<file path="config.mk">
export PLATFORM = sky130hd
export DESIGN_NAME = multichannel_gray_synchronizer_flat
export DESIGN_NICKNAME = d
export VERILOG_FILES = /design/src/rtl/gray_synchronizer_pkg.sv /design/src/rtl/multichannel_gray_synchronizer_if.sv /design/src/rtl/gray_synchronizer_channel.sv /design/src/rtl/multichannel_gray_synchronizer.sv /design/src/flat_wrapper.sv
export SDC_FILE = /design/constraint.sdc
export NUM_CORES = 1
export LEC_CHECK = 0
export ABC_AREA = 0
export BUFFER_PORTS_ARGS = -buffer_cell sky130_fd_sc_hd__buf_2
export CAP_MARGIN = 20
export CORE_MARGIN = 4
export CORE_UTILIZATION = 35
export CTS_CLUSTER_SIZE = 25
export DETAILED_ROUTE_END_ITERATION = 10
export GPL_ROUTABILITY_DRIVEN = 0
export PLACE_DENSITY = 0.51
export SLEW_MARGIN = 20
export SYNTH_ARGS = -nofsm -noshare
export SYNTH_HDL_FRONTEND = slang
export SYNTH_HIERARCHICAL = 1
export SYNTH_SLANG_ARGS = --single-unit
</file>
<file path="constraint.sdc">
create_clock -name clock -period 5.25 [get_ports clock]
set_input_delay 1.05 -clock clock [delete_from_list [all_inputs] [get_ports clock]]
set_output_delay 1.05 -clock clock [all_outputs]
set_load 0.005 [all_outputs]
</file>
<file path="src/rtl/gray_synchronizer_pkg.sv">
// Shared helpers for the gray-code synchronizer slice.
// gray_to_binary / binary_to_gray / popcount work on MaxWidth-bit vectors.
// Callers zero-extend narrower codes. Leading zeros decode to zeros, so callers can
// truncate the result back to their own WIDTH. WIDTH must therefore not exceed MaxWidth.
package gray_synchronizer_pkg;

  localparam int unsigned MaxWidth = 32;
  localparam int unsigned PopWidth = $clog2(MaxWidth + 1);

  function automatic logic [MaxWidth-1:0] gray_to_binary(input logic [MaxWidth-1:0] gray);
    logic [MaxWidth-1:0] bin;
    bin[MaxWidth-1] = gray[MaxWidth-1];
    for (int i = MaxWidth - 2; i >= 0; i--) begin
      bin[i] = bin[i+1] ^ gray[i];
    end
    return bin;
  endfunction

  function automatic logic [MaxWidth-1:0] binary_to_gray(input logic [MaxWidth-1:0] bin);
    return bin ^ (bin >> 1);
  endfunction

  function automatic logic [PopWidth-1:0] popcount(input logic [MaxWidth-1:0] v);
    logic [PopWidth-1:0] n;
    n = '0;
    for (int i = 0; i < MaxWidth; i++) begin
      n = n + PopWidth'(v[i]);
    end
    return n;
  endfunction

endpackage

</file>
<file path="src/rtl/multichannel_gray_synchronizer_if.sv">
// Bus bundle for multichannel_gray_synchronizer.
//   gray_in     : CHANNELS*WIDTH asynchronous gray codes, channel c at [c*WIDTH +: WIDTH]
//   error_clear : per-channel clear of the sticky error flag
//   binary_out  : decoded synchronized values
//   delta       : (new - previous) mod 2^WIDTH, valid while change=1
//   change      : one-cycle strobe per channel
//   error       : sticky multi-bit-move flag per channel
// master = gray source / consumer side, slave = the synchronizer.
interface multichannel_gray_synchronizer_if #(
  parameter int unsigned WIDTH    = 8,
  parameter int unsigned CHANNELS = 4
);
  logic [CHANNELS*WIDTH-1:0] gray_in;
  logic [CHANNELS-1:0]       error_clear;
  logic [CHANNELS*WIDTH-1:0] binary_out;
  logic [CHANNELS*WIDTH-1:0] delta;
  logic [CHANNELS-1:0]       change;
  logic [CHANNELS-1:0]       error;

  modport master (
    output gray_in, error_clear,
    input  binary_out, delta, change, error
  );

  modport slave (
    input  gray_in, error_clear,
    output binary_out, delta, change, error
  );
endinterface

</file>
<file path="src/rtl/gray_synchronizer_channel.sv">
// One channel of the gray synchronizer: STAGES-deep bit-parallel sync chain, previous-code
// register, decode, modular delta, change strobe and sticky multi-bit error.
//   clock, reset   : destination clock, async active-high reset
//   gray_i         : asynchronous gray code
//   error_clear_i  : clears the sticky error (a same-cycle set wins)
//   binary_o       : decoded value, updated STAGES edges after capture
//   delta_o        : (new - previous) mod 2^WIDTH while change_o=1, else 0
//   change_o       : one-cycle strobe when the synchronized code moved
//   error_o        : sticky, code moved by more than one bit
module gray_synchronizer_channel
  import gray_synchronizer_pkg::*;
#(
  parameter int unsigned WIDTH  = 8,
  parameter int unsigned STAGES = 2
) (
  input  logic             clock,
  input  logic             reset,
  input  logic [WIDTH-1:0] gray_i,
  input  logic             error_clear_i,
  output logic [WIDTH-1:0] binary_o,
  output logic [WIDTH-1:0] delta_o,
  output logic             change_o,
  output logic             error_o
);

  logic [STAGES-1:0][WIDTH-1:0] sync_q, sync_d;
  logic [WIDTH-1:0] prev_q, prev_d;
  logic [WIDTH-1:0] binary_q, binary_d;
  logic [WIDTH-1:0] delta_q, delta_d;
  logic             change_q, change_d;
  logic             error_q, error_d;

  logic [WIDTH-1:0]    cur, cur_bin, prev_bin;
  logic [PopWidth-1:0] hd;

  always_comb begin
    sync_d    = sync_q;
    sync_d[0] = gray_i;
    for (int s = 1; s < STAGES; s++) begin
      sync_d[s] = sync_q[s-1];
    end

    cur      = sync_q[STAGES-1];
    cur_bin  = WIDTH'(gray_to_binary(MaxWidth'(cur)));
    prev_bin = WIDTH'(gray_to_binary(MaxWidth'(prev_q)));
    hd       = popcount(MaxWidth'(cur ^ prev_q));

    prev_d   = cur;
    binary_d = binary_q;
    delta_d  = '0;
    change_d = 1'b0;
    if (hd != '0) begin
      binary_d = cur_bin;
      delta_d  = cur_bin - prev_bin;
      change_d = 1'b1;
    end
    // Set has priority over a coincident clear.
    error_d = (hd > PopWidth'(1)) | (error_q & ~error_clear_i);
  end

  always_ff @(posedge clock or posedge reset) begin
    if (reset) begin
      sync_q   <= '0;
      prev_q   <= '0;
      binary_q <= '0;
      delta_q  <= '0;
      change_q <= 1'b0;
      error_q  <= 1'b0;
    end else begin
      sync_q   <= sync_d;
      prev_q   <= prev_d;
      binary_q <= binary_d;
      delta_q  <= delta_d;
      change_q <= change_d;
      error_q  <= error_d;
    end
  end

  assign binary_o = binary_q;
  assign delta_o  = delta_q;
  assign change_o = change_q;
  assign error_o  = error_q;

endmodule

</file>
<file path="src/rtl/multichannel_gray_synchronizer.sv">
// Receiver for CHANNELS independent gray-coded counters from foreign clock domains.
//   clock, reset : destination clock, async active-high reset
//   bus (slave)  : gray_in / error_clear in, binary_out / delta / change / error out,
//                  channel c occupying slice [c*WIDTH +: WIDTH] or bit c.
// Each channel is a self-contained gray_synchronizer_channel; this level only wires slices.
module multichannel_gray_synchronizer #(
  parameter int unsigned WIDTH    = 8,
  parameter int unsigned STAGES   = 2,
  parameter int unsigned CHANNELS = 4
) (
  input logic                            clock,
  input logic                            reset,
  multichannel_gray_synchronizer_if.slave bus
);

  for (genvar c = 0; c < CHANNELS; c++) begin : g_ch
    gray_synchronizer_channel #(
      .WIDTH  (WIDTH),
      .STAGES (STAGES)
    ) u_ch (
      .clock         (clock),
      .reset         (reset),
      .gray_i        (bus.gray_in[c*WIDTH +: WIDTH]),
      .error_clear_i (bus.error_clear[c]),
      .binary_o      (bus.binary_out[c*WIDTH +: WIDTH]),
      .delta_o       (bus.delta[c*WIDTH +: WIDTH]),
      .change_o      (bus.change[c]),
      .error_o       (bus.error[c])
    );
  end

endmodule

</file>
<file path="src/flat_wrapper.sv">
// flat-port wrapper written by rule: the top's interface ports become plain ports
module multichannel_gray_synchronizer_flat 
#(
  parameter int unsigned WIDTH    = 8,
  parameter int unsigned STAGES   = 2,
  parameter int unsigned CHANNELS = 4
)
  (clock, reset, bus_gray_in, bus_error_clear, bus_binary_out, bus_delta, bus_change, bus_error);
  multichannel_gray_synchronizer_if #(.WIDTH(WIDTH), .CHANNELS(CHANNELS)) bus_i ();
  input logic clock;
  input logic reset;
  input wire logic [$bits(bus_i.gray_in)-1:0] bus_gray_in;
  input wire logic [$bits(bus_i.error_clear)-1:0] bus_error_clear;
  output wire logic [$bits(bus_i.binary_out)-1:0] bus_binary_out;
  output wire logic [$bits(bus_i.delta)-1:0] bus_delta;
  output wire logic [$bits(bus_i.change)-1:0] bus_change;
  output wire logic [$bits(bus_i.error)-1:0] bus_error;
  assign bus_i.gray_in = bus_gray_in;
  assign bus_i.error_clear = bus_error_clear;
  assign bus_binary_out = bus_i.binary_out;
  assign bus_delta = bus_i.delta;
  assign bus_change = bus_i.change;
  assign bus_error = bus_i.error;
  multichannel_gray_synchronizer #(.WIDTH(WIDTH), .STAGES(STAGES), .CHANNELS(CHANNELS)) u_core (.clock(clock), .reset(reset), .bus(bus_i));
endmodule
</file>
==> results.json, run 1 <==
{
  "fill_cells": 1976,
  "syn_inst": 632,
  "drtIter0Drc": 120,
  "synth.avg_cell_area_sq_um": 12.0,
  "numPortBuffers": 109,
  "synth_top_area_share_pct": 55.4,
  "crit_path_start_kind": "flop",
  "cts.path.max_buffers": 2,
  "final_common_cell": "dfrtp_1",
  "p_per_area_mw_per_mm2": 526,
  "clkTransAtPathRegs_ns": 0.06,
  "rsz0062_at_grt": "false",
  "numCtsBuffers": 17,
  "multiInputGateArea_sq_mm": 0.00311,
  "yosysUniqueCellTypes": 26,
  "yosysWarnings": 6,
  "antenna_found_initial": 3,
  "ant_nets": 0,
  "final_cell_mix": "168 x dfrtp_1, 109 x buf_2, 62 x nor2_1",
  "grt_pass1_wl_um": 24600,
  "yosys.area.top_type": "dfrtp_1",
  "maxCapViolCount": 0,
  "start_util_pct": 35.8,
  "worstSetupEndpoint": "u_core/g_ch[1].u_ch/binary_o[0]$_DFFE_PP0P_",
  "area_growth_pct": 19.6,
  "max_slew_margin_pct": 64.7,
  "ys_ff_latch": 168,
  "ys_seq_area_share_pct": 55.4,
  "r2r-start": "u_core/g_ch[1].u_ch/cur[0]$_DFF_PP0_",
  "cts_tree": "built",
  "synth_area_leaders": "dfrtp_1 55%, ha_1 6.6%, xor2_1 5.4%, fa_1 5.3%, xnor2_1 4.3%",
  "hold_violations": 0,
  "status": "completed",
  "io_pins": 110,
  "fin_skew_ns": 0.0111,
  "r2r_slack_ns": 0.75,
  "syn_nets": 730,
  "critPathMaxFanout": 18,
  "crit_path_end_kind": "flop",
  "crit_start": "u_core/g_ch[1].u_ch/cur[0]$_DFF_PP0_",
  "die-width_um": 155,
  "drcViolationCount": 0,
  "tightest_slew_ns": 0.529,
  "n_antenna_cell": 0,
  "clk_root_buffer_cell": "clkbuf_16",
  "period_needed_ns": 4.50,
  "clk_latency_ns": 0.42,
  "nets": 858,
  "cts_setup_buffers": 0,
  "die_area_sq_mm": 0.0241,
  "drive_gt1_share_pct": 22.0,
  "finalCritPeriodShare_pct": 85.7,
  "holdCritPathClass": "flop to flop",
  "leakage_uw": 0.00429,
  "drv_slew": 0,
  "grt_max_degree": 43,
  "clkSinkCount": 168,
  "tns_ns": 0,
  "grt_pass1_vias": 4984,
  "hpwl_um": 10800,
  "dp_slack_ns": 0.730,
  "fmax_ghz": 0.222,
  "p_total_uw": 4770,
  "worstRegToRegCells": 16,
  "grt_usage_pct": 12.7,
  "rows": 53,
  "die_y_um": 155,
  "htreeDepth": 4,
  "fp.coreArea_sq_mm": 0.0212,
  "wl_per_cell_um": 13.5,
  "seq_area_sq_mm": 0.00420,
  "first_pass_iters": 4,
  "viasPerCell": 4.39,
  "via_count": 4601,
  "cts_resized": 0,
  "crit_arrival_ns": 4.80,
  "reg2reg_to": "u_core/g_ch[1].u_ch/binary_o[0]$_DFFE_PP0P_",
  "fin_ws_ns": 0.751,
  "hp-start": "u_core/g_ch[0].u_ch/sync_d[15]$_DFF_PP0_",
  "grt_overflow_total": 0,
  "ir_drop_mv": 0.276,
  "synth_area_sq_mm": 0.00758,
  "wl_um": 14100,
  "fin_util_pct": 42.9,
  "crit_type": "flop to flop",
  "holdBufCountCts": 0,
  "setup_viol": 0,
  "required_ns": 5.55
}
sequential cells by signal, summed over array words and instances, names as in the netlist:
name,cells
u_core/g_ch.u_ch/binary_o,32
u_core/g_ch.u_ch/error_o,4
u_core/g_ch.u_ch/sync_d,32
u_core/g_ch.u_ch/delta_o,32
u_core/g_ch.u_ch/change_o,4
u_core/g_ch.u_ch/prev_q,32
u_core/g_ch.u_ch/cur,32
cells in the mapped netlist (all sizes together):
library cell and instances:
inv 60, nor2 62, a21boi 12, nor3 20, nor3b 4, xor2 58
nor2b 16, ha 40, fa 20, nand3b 2, xnor2 48, buf 1
o32ai 4, dfrtp 168, or3 4, clkbuf 7, nand2 42, o21ai 28
o21a 8, a21oi 14, nand3 6, clkinv 4, nand2b 4
area by class of cell:
class / count / area share [%]
repair buffers: 117 / 6.68
clock buffers: 20 / 4.93
flip-flops and latches: 168 / 46.4
multi-input cells: 392 / 34.3
well taps: 275 / 3.79
clock inverters: 12 / 1.31
inverters: 64 / 2.65
how the worst min path moves through the flow:
stage / to / depth (start not counted) / slack (ns)
2_1_floorplan: u_core/g_ch[0].u_ch/cur[0]$_DFF_PP0_ / 0 / 0.33
3_3_place_gp: u_core/g_ch[3].u_ch/cur[5]$_DFF_PP0_ / 0 / 0.33
3_5_place_dp: u_core/g_ch[0].u_ch/cur[7]$_DFF_PP0_ / 0 / 0.33
4_1_cts: u_core/g_ch[0].u_ch/cur[7]$_DFF_PP0_ / 0 / 0.35
5_1_grt: u_core/g_ch[3].u_ch/cur[6]$_DFF_PP0_ / 0 / 0.36
6_report: u_core/g_ch[0].u_ch/cur[7]$_DFF_PP0_ / 0 / 0.35
report_power, final:
part	total, uW	switching, uW	internal (uW)
registers	1760	143	1620
logic	1820	1030	795
clock network	1180	512	672
total	4770	1680	3090
stage by stage:
stage,hold slack (ns),std cells,area (sq um)
2_1_floorplan,0.331,632,7580
3_5_place_dp,0.335,1016,8500
5_1_grt,0.356,1048,9070
4_1_cts,0.348,1048,9070
3_3_place_gp,0.331,1016,8500
6_report,0.348,1048,9070
logic make-up (layout without fill, tap and decap cells):
family	Yosys count	after routing	synth area share [%]
fa+ha+maj	60	60	11.9
simple gates	160	160	9.44
compound gates	66	66	5.26
xor+xnor	106	106	14.4
flops	168	168	55.4
buf+inv	72	213	3.56
critical path: stages, from the launching register on:
cell and delay, ns:
dfrtp_1 0.43, xor2_1 0.21, fa_1 0.54, inv_1 0.05
fa_1 0.52, inv_1 0.06, fa_1 0.55, ha_1 0.19
inv_1 0.06, fa_1 0.38, nand3b_1 0.18, a21boi_0 0.27
nor2b_1 0.21, buf_4 0.23, clkinv_1 0.27, nor2_1 0.19
a21oi_2 0.04
layer usage:
metal | GRT usage [%] | up-vias | wire, um
li1 | - | 2265 | -
met1 | 15.7 | 2215 | 6160
met2 | 20.7 | 91 | 6860
met3 | 4.70 | 24 | 841
met4 | 4.29 | 6 | 219
met5 | 0 | - | 29
(Power assumes the default switching activity.)
==> inputs of run 2 (changes only) <==
Settings changed: SYNTH_HIERARCHICAL 1 to not set.
==> run 2 against run 1 <==
Net effect:
- core utilization rose by 0.074 points
- worst setup slack improved by 0.0051 ns
- non-clock buffer count fell by 3
- critical endpoint is now u_core.g_ch[3].u_ch.binary_o[4]$_DFFE_PP0P_
- highest routed layer is now met4
==> results.json, run 2 <==
{
  "fill_cells": 1965,
  "first_pass_iters": 4,
  "crit_arrival_ns": 4.79,
  "async_flop_share_pct": 100,
  "synth_top_family_by_area": "XOR/XNOR gates",
  "synthAdderAreaFrac_pct": 11.7,
  "fp.coreArea_sq_mm": 0.0213,
  "drv_slew": 0,
  "holdCritPathClass": "flop to flop",
  "yosys.area.top_type": "dfrtp_1",
  "crit_chain": "xor2_1 > fa_1 > inv_1 > fa_1 > inv_1 > fa_1 > ha_1 > inv_1 > fa_1 > nor2_1 > nand3_1 > a21boi_0 > nor2b_1 > buf_4 > clkinv_1 > nor2_1 > a21oi_1",
  "fin_hold_ws_ns": 0.348,
  "leakage_uw": 0.00434,
  "hold_violations": 0,
  "grt_usage_pct": 12.5,
  "ir_drop_mv": 0.193,
  "die_y_um": 156,
  "critPathMaxFanout": 15,
  "synth_area_leaders": "dfrtp_1 55%, ha_1 6.5%, fa_1 5.2%, xor2_1 5.0%, xor2_2 3.6%",
  "drive_gt1_share_pct": 23.4,
  "required_ns": 5.55,
  "synthFlopType": "dfrtp_1",
  "synth-edff-count": 0,
  "status": "completed",
  "clkSinkCount": 168,
  "grt_pass1_wl_um": 24500,
  "rows": 53,
  "drcViolationCount": 0,
  "cpMaxStageDelayCell": "fa_1",
  "ys_ff_latch": 168,
  "area_growth_pct": 18.9,
  "crit_top_cell": "fa_1",
  "tns_ns": 0,
  "die_area_sq_mm": 0.0244,
  "max_slew_margin_pct": 42.8,
  "cts_resized": 0,
  "viasPerCell": 4.36,
  "syn_nets": 734,
  "yosys.area_share.simple_pct": 9.05,
  "die-width_um": 156,
  "grt_overflow_total": 0,
  "maxCapViolCount": 0,
  "final_cell_mix": "168 x dfrtp_1, 109 x buf_2, 60 x inv_1",
  "yosysUniqueCellTypes": 30,
  "hpwl_um": 10300,
  "synth_area_sq_mm": 0.00769,
  "io_pins": 110,
  "synth_top_area_share_pct": 54.7,
  "start_util_pct": 36.1,
  "via_count": 4541,
  "synth_xor_area_share_pct": 14.9,
  "ys_seq_area_share_pct": 54.7,
  "yosysWarnings": 0,
  "synth.avg_cell_area_sq_um": 12.1,
  "crit_path_end_kind": "flop",
  "cts.path.max_buffers": 2,
  "crit_type": "flop to flop",
  "numPortBuffers": 109,
  "synth_mux_area_share_pct": 0.130,
  "grt_pass1_vias": 5000,
  "clk_root_buffer_cell": "clkbuf_16",
  "finalCritPeriodShare_pct": 85.6,
  "htreeDepth": 4,
  "drtIter0Drc": 142,
  "cts_tree": "built",
  "synth_common_cells": "168 x dfrtp_1, 61 x inv_1, 57 x nor2_1, 44 x xor2_1, 41 x nand2_1",
  "syn_inst": 636,
  "p_per_area_mw_per_mm2": 533,
  "fmax_ghz": 0.223,
  "slowest_delay_ns": 0.54,
  "wl_per_cell_um": 13.2,
  "tightest_slew_ns": 0.858,
  "numCtsBuffers": 17,
  "post-synth-top-count-cell": "dfrtp_1",
  "crit_path_start_kind": "flop",
  "holdBufCountCts": 0,
  "setup_viol": 0,
  "rsz0062_at_grt": "false",
  "final_common_cell": "dfrtp_1",
  "period_needed_ns": 4.49,
  "synth_compound_area_share_pct": 5.18,
  "cts_setup_buffers": 0,
  "n_antenna_cell": 0,
  "fin_skew_ns": 0.0132,
  "ant_nets": 0,
  "nets": 851,
  "clkTransAtPathRegs_ns": 0.07,
  "grt_max_degree": 169,
  "r2r_slack_ns": 0.76,
  "antenna_found_initial": 0,
  "clk_latency_ns": 0.43,
  "wl_um": 13800
}
## run 2: changes by cell type in the layout (fill, tap and decap cells not counted), sizes merged, moves of 3 or more
cell / delta
xor2: +3
a21boi: -3
buf: -3
clkinvlp: -3
xnor2: -4
inv: +5
nor2: -5
## run 2: cells by family (layout without fill, tap and decap cells)
group	Yosys count	count (layout)
xor gates and xnor gates	105	105
adders and majority gates	60	60
and+or+nand+nor	155	155
muxes	1	1
buffers and inverters	81	211
AOI/OAI and AO/OA	66	66
DFF	168	168
## run 2: power breakdown
group          switching (uW)  internal [uW]  total (uW)
Combinational            1030            804        1830
Sequential                145           1620        1770
Clock                     547            727        1270
## run 2: worst paths after layout
path,end,startpoint,cells after the start
max,u_core.g_ch[3].u_ch.binary_o[4]$_DFFE_PP0P_,u_core.g_ch[3].u_ch.cur[0]$_DFF_PP0_,17
min,u_core.g_ch[1].u_ch.cur[5]$_DFF_PP0_,u_core.g_ch[1].u_ch.sync_d[13]$_DFF_PP0_,0
max reg2reg,u_core.g_ch[3].u_ch.binary_o[4]$_DFFE_PP0P_,u_core.g_ch[3].u_ch.cur[0]$_DFF_PP0_,17
min reg2reg,u_core.g_ch[1].u_ch.cur[5]$_DFF_PP0_,u_core.g_ch[1].u_ch.sync_d[13]$_DFF_PP0_,0
max in group asynchronous,u_core.g_ch[0].u_ch.binary_o[5]$_DFFE_PP0P_,reset,3
min in group asynchronous,u_core.g_ch[2].u_ch.delta_o[2]$_DFF_PP0_,reset,3
## run 2: cell type report
| cell class | count | area [sq um] | share of cell area (%) |
|---|---|---|---|
| timing repair buffer | 114 | 596 | 6.52 |
| clock inverter | 14 | 161 | 1.77 |
| sequential | 168 | 4200 | 46.0 |
| multi-input combinational | 387 | 3150 | 34.5 |
| inverter | 65 | 248 | 2.71 |
| clock buffer | 18 | 439 | 4.80 |
| tap | 275 | 344 | 3.76 |
## run 2: stage by stage
step | area (sq um) | instances | util (%) | power (uW) | setup slack [ns]
floorplan | 7690 | 636 | - | 3020 | 1.16
global placement | 8540 | 1009 | 40.1 | 3610 | 0.838
detailed placement | 8540 | 1009 | 40.1 | 3660 | 0.704
CTS | 9140 | 1041 | 42.9 | 4980 | 0.693
global route | 9140 | 1041 | 42.9 | 5330 | 0.306
finish | 9140 | 1041 | 42.9 | 4870 | 0.756
## run 2: critical path: cells and delay by family (launching register included)
kind            cells  cell delay, ns
fa+ha+maj           5            2.17
buf+inv             5            0.70
xor+xnor            1            0.19
flops               1            0.41
simple gates        4            0.62
compound gates      2            0.28
## run 2: per-layer routing
metal / vias to the layer above / share of wire (%) / track usage, %
li1: 2237 / - / -
met1: 2205 / 45 / 16.2
met2: 80 / 49 / 20.2
met3: 19 / 4.0 / 3.22
met4: 0 / 1.7 / 5.17
met5: - / 0 / 0
==> inputs of run 3 (changes only) <==
Settings changed: CELL_PAD_IN_SITES_DETAIL_PLACEMENT set to 0, CELL_PAD_IN_SITES_GLOBAL_PLACEMENT set to 1, PLACE_DENSITY 0.51 to 0.61.
==> run 3 against run 2 <==
Net effect:
- largest power group unchanged
- critical endpoint is now u_core.g_ch[1].u_ch.binary_o[0]$_DFFE_PP0P_
- first-iteration DRC count increased by 13%
- combinational power about the same
- clock power up 6%
- highest routed layer unchanged
- non-clock buffer count is the same
==> results.json, run 3 (same netlist as run 2, synthesis figures left out) <==
{
  "cts_resized": 0,
  "grt_pass1_wl_um": 24000,
  "leakage_uw": 0.00434,
  "area_growth_pct": 19.4,
  "fmax_ghz": 0.224,
  "fill_cells": 1997,
  "clk_latency_ns": 0.42,
  "cts.path.max_buffers": 2,
  "clkTransAtPathRegs_ns": 0.07,
  "grt_usage_pct": 12.3,
  "ant_nets": 0,
  "hold_end": "u_core.g_ch[3].u_ch.cur[6]$_DFF_PP0_",
  "first_pass_iters": 4,
  "die-width_um": 156,
  "hold_violations": 0,
  "r2r-start": "u_core.g_ch[1].u_ch.cur[0]$_DFF_PP0_",
  "maxCapViolCount": 0,
  "r2r_slack_ns": 0.79,
  "start_util_pct": 36.1,
  "wl_um": 14200,
  "period_needed_ns": 4.46,
  "ir_drop_mv": 0.226,
  "grt_max_degree": 134,
  "status": "completed",
  "clkSinkCount": 168,
  "dp_slack_ns": 0.700,
  "hp-start": "u_core.g_ch[3].u_ch.sync_d[14]$_DFF_PP0_",
  "holdBufCountCts": 0,
  "worstRegToRegCells": 17,
  "cts_tree": "built",
  "p_int_uw": 3240,
  "crit_path_start_kind": "flop",
  "holdCritPathClass": "flop to flop",
  "drcViolationCount": 0,
  "tightest_slew_ns": 0.821,
  "die_y_um": 156,
  "sw_frac_of_total_pct": 34.3,
  "tns_ns": 0,
  "viasPerCell": 4.33,
  "min_path_cells": 0,
  "grt_overflow_total": 0,
  "drive_gt1_share_pct": 23.1,
  "cts_setup_buffers": 0,
  "hpwl_um": 10500,
  "fin_hold_ws_ns": 0.349,
  "n_antenna_cell": 0,
  "numCtsBuffers": 17,
  "p_per_area_mw_per_mm2": 538,
  "via_count": 4512,
  "seq_power_share_pct": 35.9,
  "fin_util_pct": 43.1,
  "fin_ws_ns": 0.785,
  "final_common_cell": "dfrtp_1",
  "antenna_found_initial": 0,
  "final_cell_mix": "168 x dfrtp_1, 109 x buf_2, 60 x inv_1",
  "htreeDepth": 4,
  "wl_per_cell_um": 13.6,
  "critPathMaxFanout": 18,
  "io_pins": 110,
  "numPortBuffers": 109,
  "clk_root_buffer_cell": "clkbuf_16",
  "setup_viol": 0,
  "finalCritPeriodShare_pct": 85.0,
  "crit_arrival_ns": 4.77,
  "rsz0062_at_grt": "false",
  "power.clock.fraction_pct": 27.1,
  "reg2reg_to": "u_core.g_ch[1].u_ch.binary_o[0]$_DFFE_PP0P_",
  "placed_cell_area_sq_mm": 0.00854,
  "fin_skew_ns": 0.0132,
  "die_area_sq_mm": 0.0244,
  "rows": 53,
  "fp.coreArea_sq_mm": 0.0213,
  "design_area_sq_mm": 0.00918,
  "combPwrFrac_pct": 37.0,
  "drtIter0Drc": 160,
  "crit_path_end_kind": "flop",
  "nets": 851,
  "crit_type": "flop to flop",
  "max_slew_margin_pct": 45.1,
  "drv_slew": 0,
  "required_ns": 5.56,
  "power_switching_uw": 1690,
  "grt_pass1_vias": 4819
}
==> run 3: changes by cell type in the layout (fill, tap and decap cells not counted) <==
cell,change
bufinv_16,+2
clkbuf_1,+2
clkinv_2,-2
clkinv_4,-1
clkinvlp_4,+1
inv_8,-2
==> run 3: through the flow <==
| stage | std cells | total power, uW |
|---|---|---|
| final | 1041 | 4930 |
| after global routing | 1041 | 5360 |
| after CTS | 1041 | 5040 |
| after detailed placement | 1009 | 3660 |
| after global placement | 1009 | 3620 |
| after floorplan | 636 | 3020 |
==> run 3: worst max path at each step <==
stage                                    startpoint                                     endpoint  slack, ns
6_report       u_core.g_ch[1].u_ch.cur[0]$_DFF_PP0_  u_core.g_ch[1].u_ch.binary_o[0]$_DFFE_PP0P_       0.79
5_1_grt        u_core.g_ch[1].u_ch.cur[0]$_DFF_PP0_  u_core.g_ch[1].u_ch.binary_o[4]$_DFFE_PP0P_       0.45
3_3_place_gp   u_core.g_ch[1].u_ch.cur[0]$_DFF_PP0_  u_core.g_ch[1].u_ch.binary_o[0]$_DFFE_PP0P_       0.84
2_1_floorplan  u_core.g_ch[2].u_ch.cur[0]$_DFF_PP0_  u_core.g_ch[2].u_ch.binary_o[0]$_DFFE_PP0P_       1.16
4_1_cts        u_core.g_ch[1].u_ch.cur[0]$_DFF_PP0_  u_core.g_ch[1].u_ch.binary_o[0]$_DFFE_PP0P_       0.69
3_5_place_dp   u_core.g_ch[1].u_ch.cur[0]$_DFF_PP0_  u_core.g_ch[1].u_ch.binary_o[0]$_DFFE_PP0P_       0.70
==> run 3: critical path, cell delays in order, from the launching register on <==
cell	delay, ns
dfrtp_1	0.43
xor2_1	0.21
fa_1	0.54
inv_1	0.05
fa_1	0.54
inv_1	0.06
fa_1	0.55
ha_1	0.17
inv_1	0.06
fa_1	0.37
nor2_1	0.10
nand3_1	0.08
a21boi_0	0.22
nor2b_1	0.16
buf_4	0.23
clkinv_1	0.31
nor2_1	0.21
a21oi_2	0.04
==> run 3: power groups by stage <==
stage | combinational (uW) | clock, uW | sequential [uW]
floorplan | 1220 | 0 | 1800
global placement | 1830 | 0 | 1790
detailed placement | 1860 | 0 | 1800
CTS | 1870 | 1380 | 1780
global route | 2120 | 1440 | 1810
finish | 1830 | 1340 | 1770
==> run 3: area by class of cell <==
cell class	instances	area (sq um)	share of cell area [%]
clock buffer	20	447	4.87
clock inverter	12	188	2.05
inverter	65	248	2.70
multi-input combinational	387	3150	34.3
sequential	168	4200	45.8
tap	275	344	3.75
timing repair buffer	114	596	6.49
==> run 3: layer usage <==
| layer | GRT usage, % | wire, um |
|---|---|---|
| met1 | 15.9 | 6360 |
| met2 | 20.7 | 7110 |
| met3 | 3.22 | 586 |
| met4 | 3.72 | 133 |
| met5 | 0 | 0 |
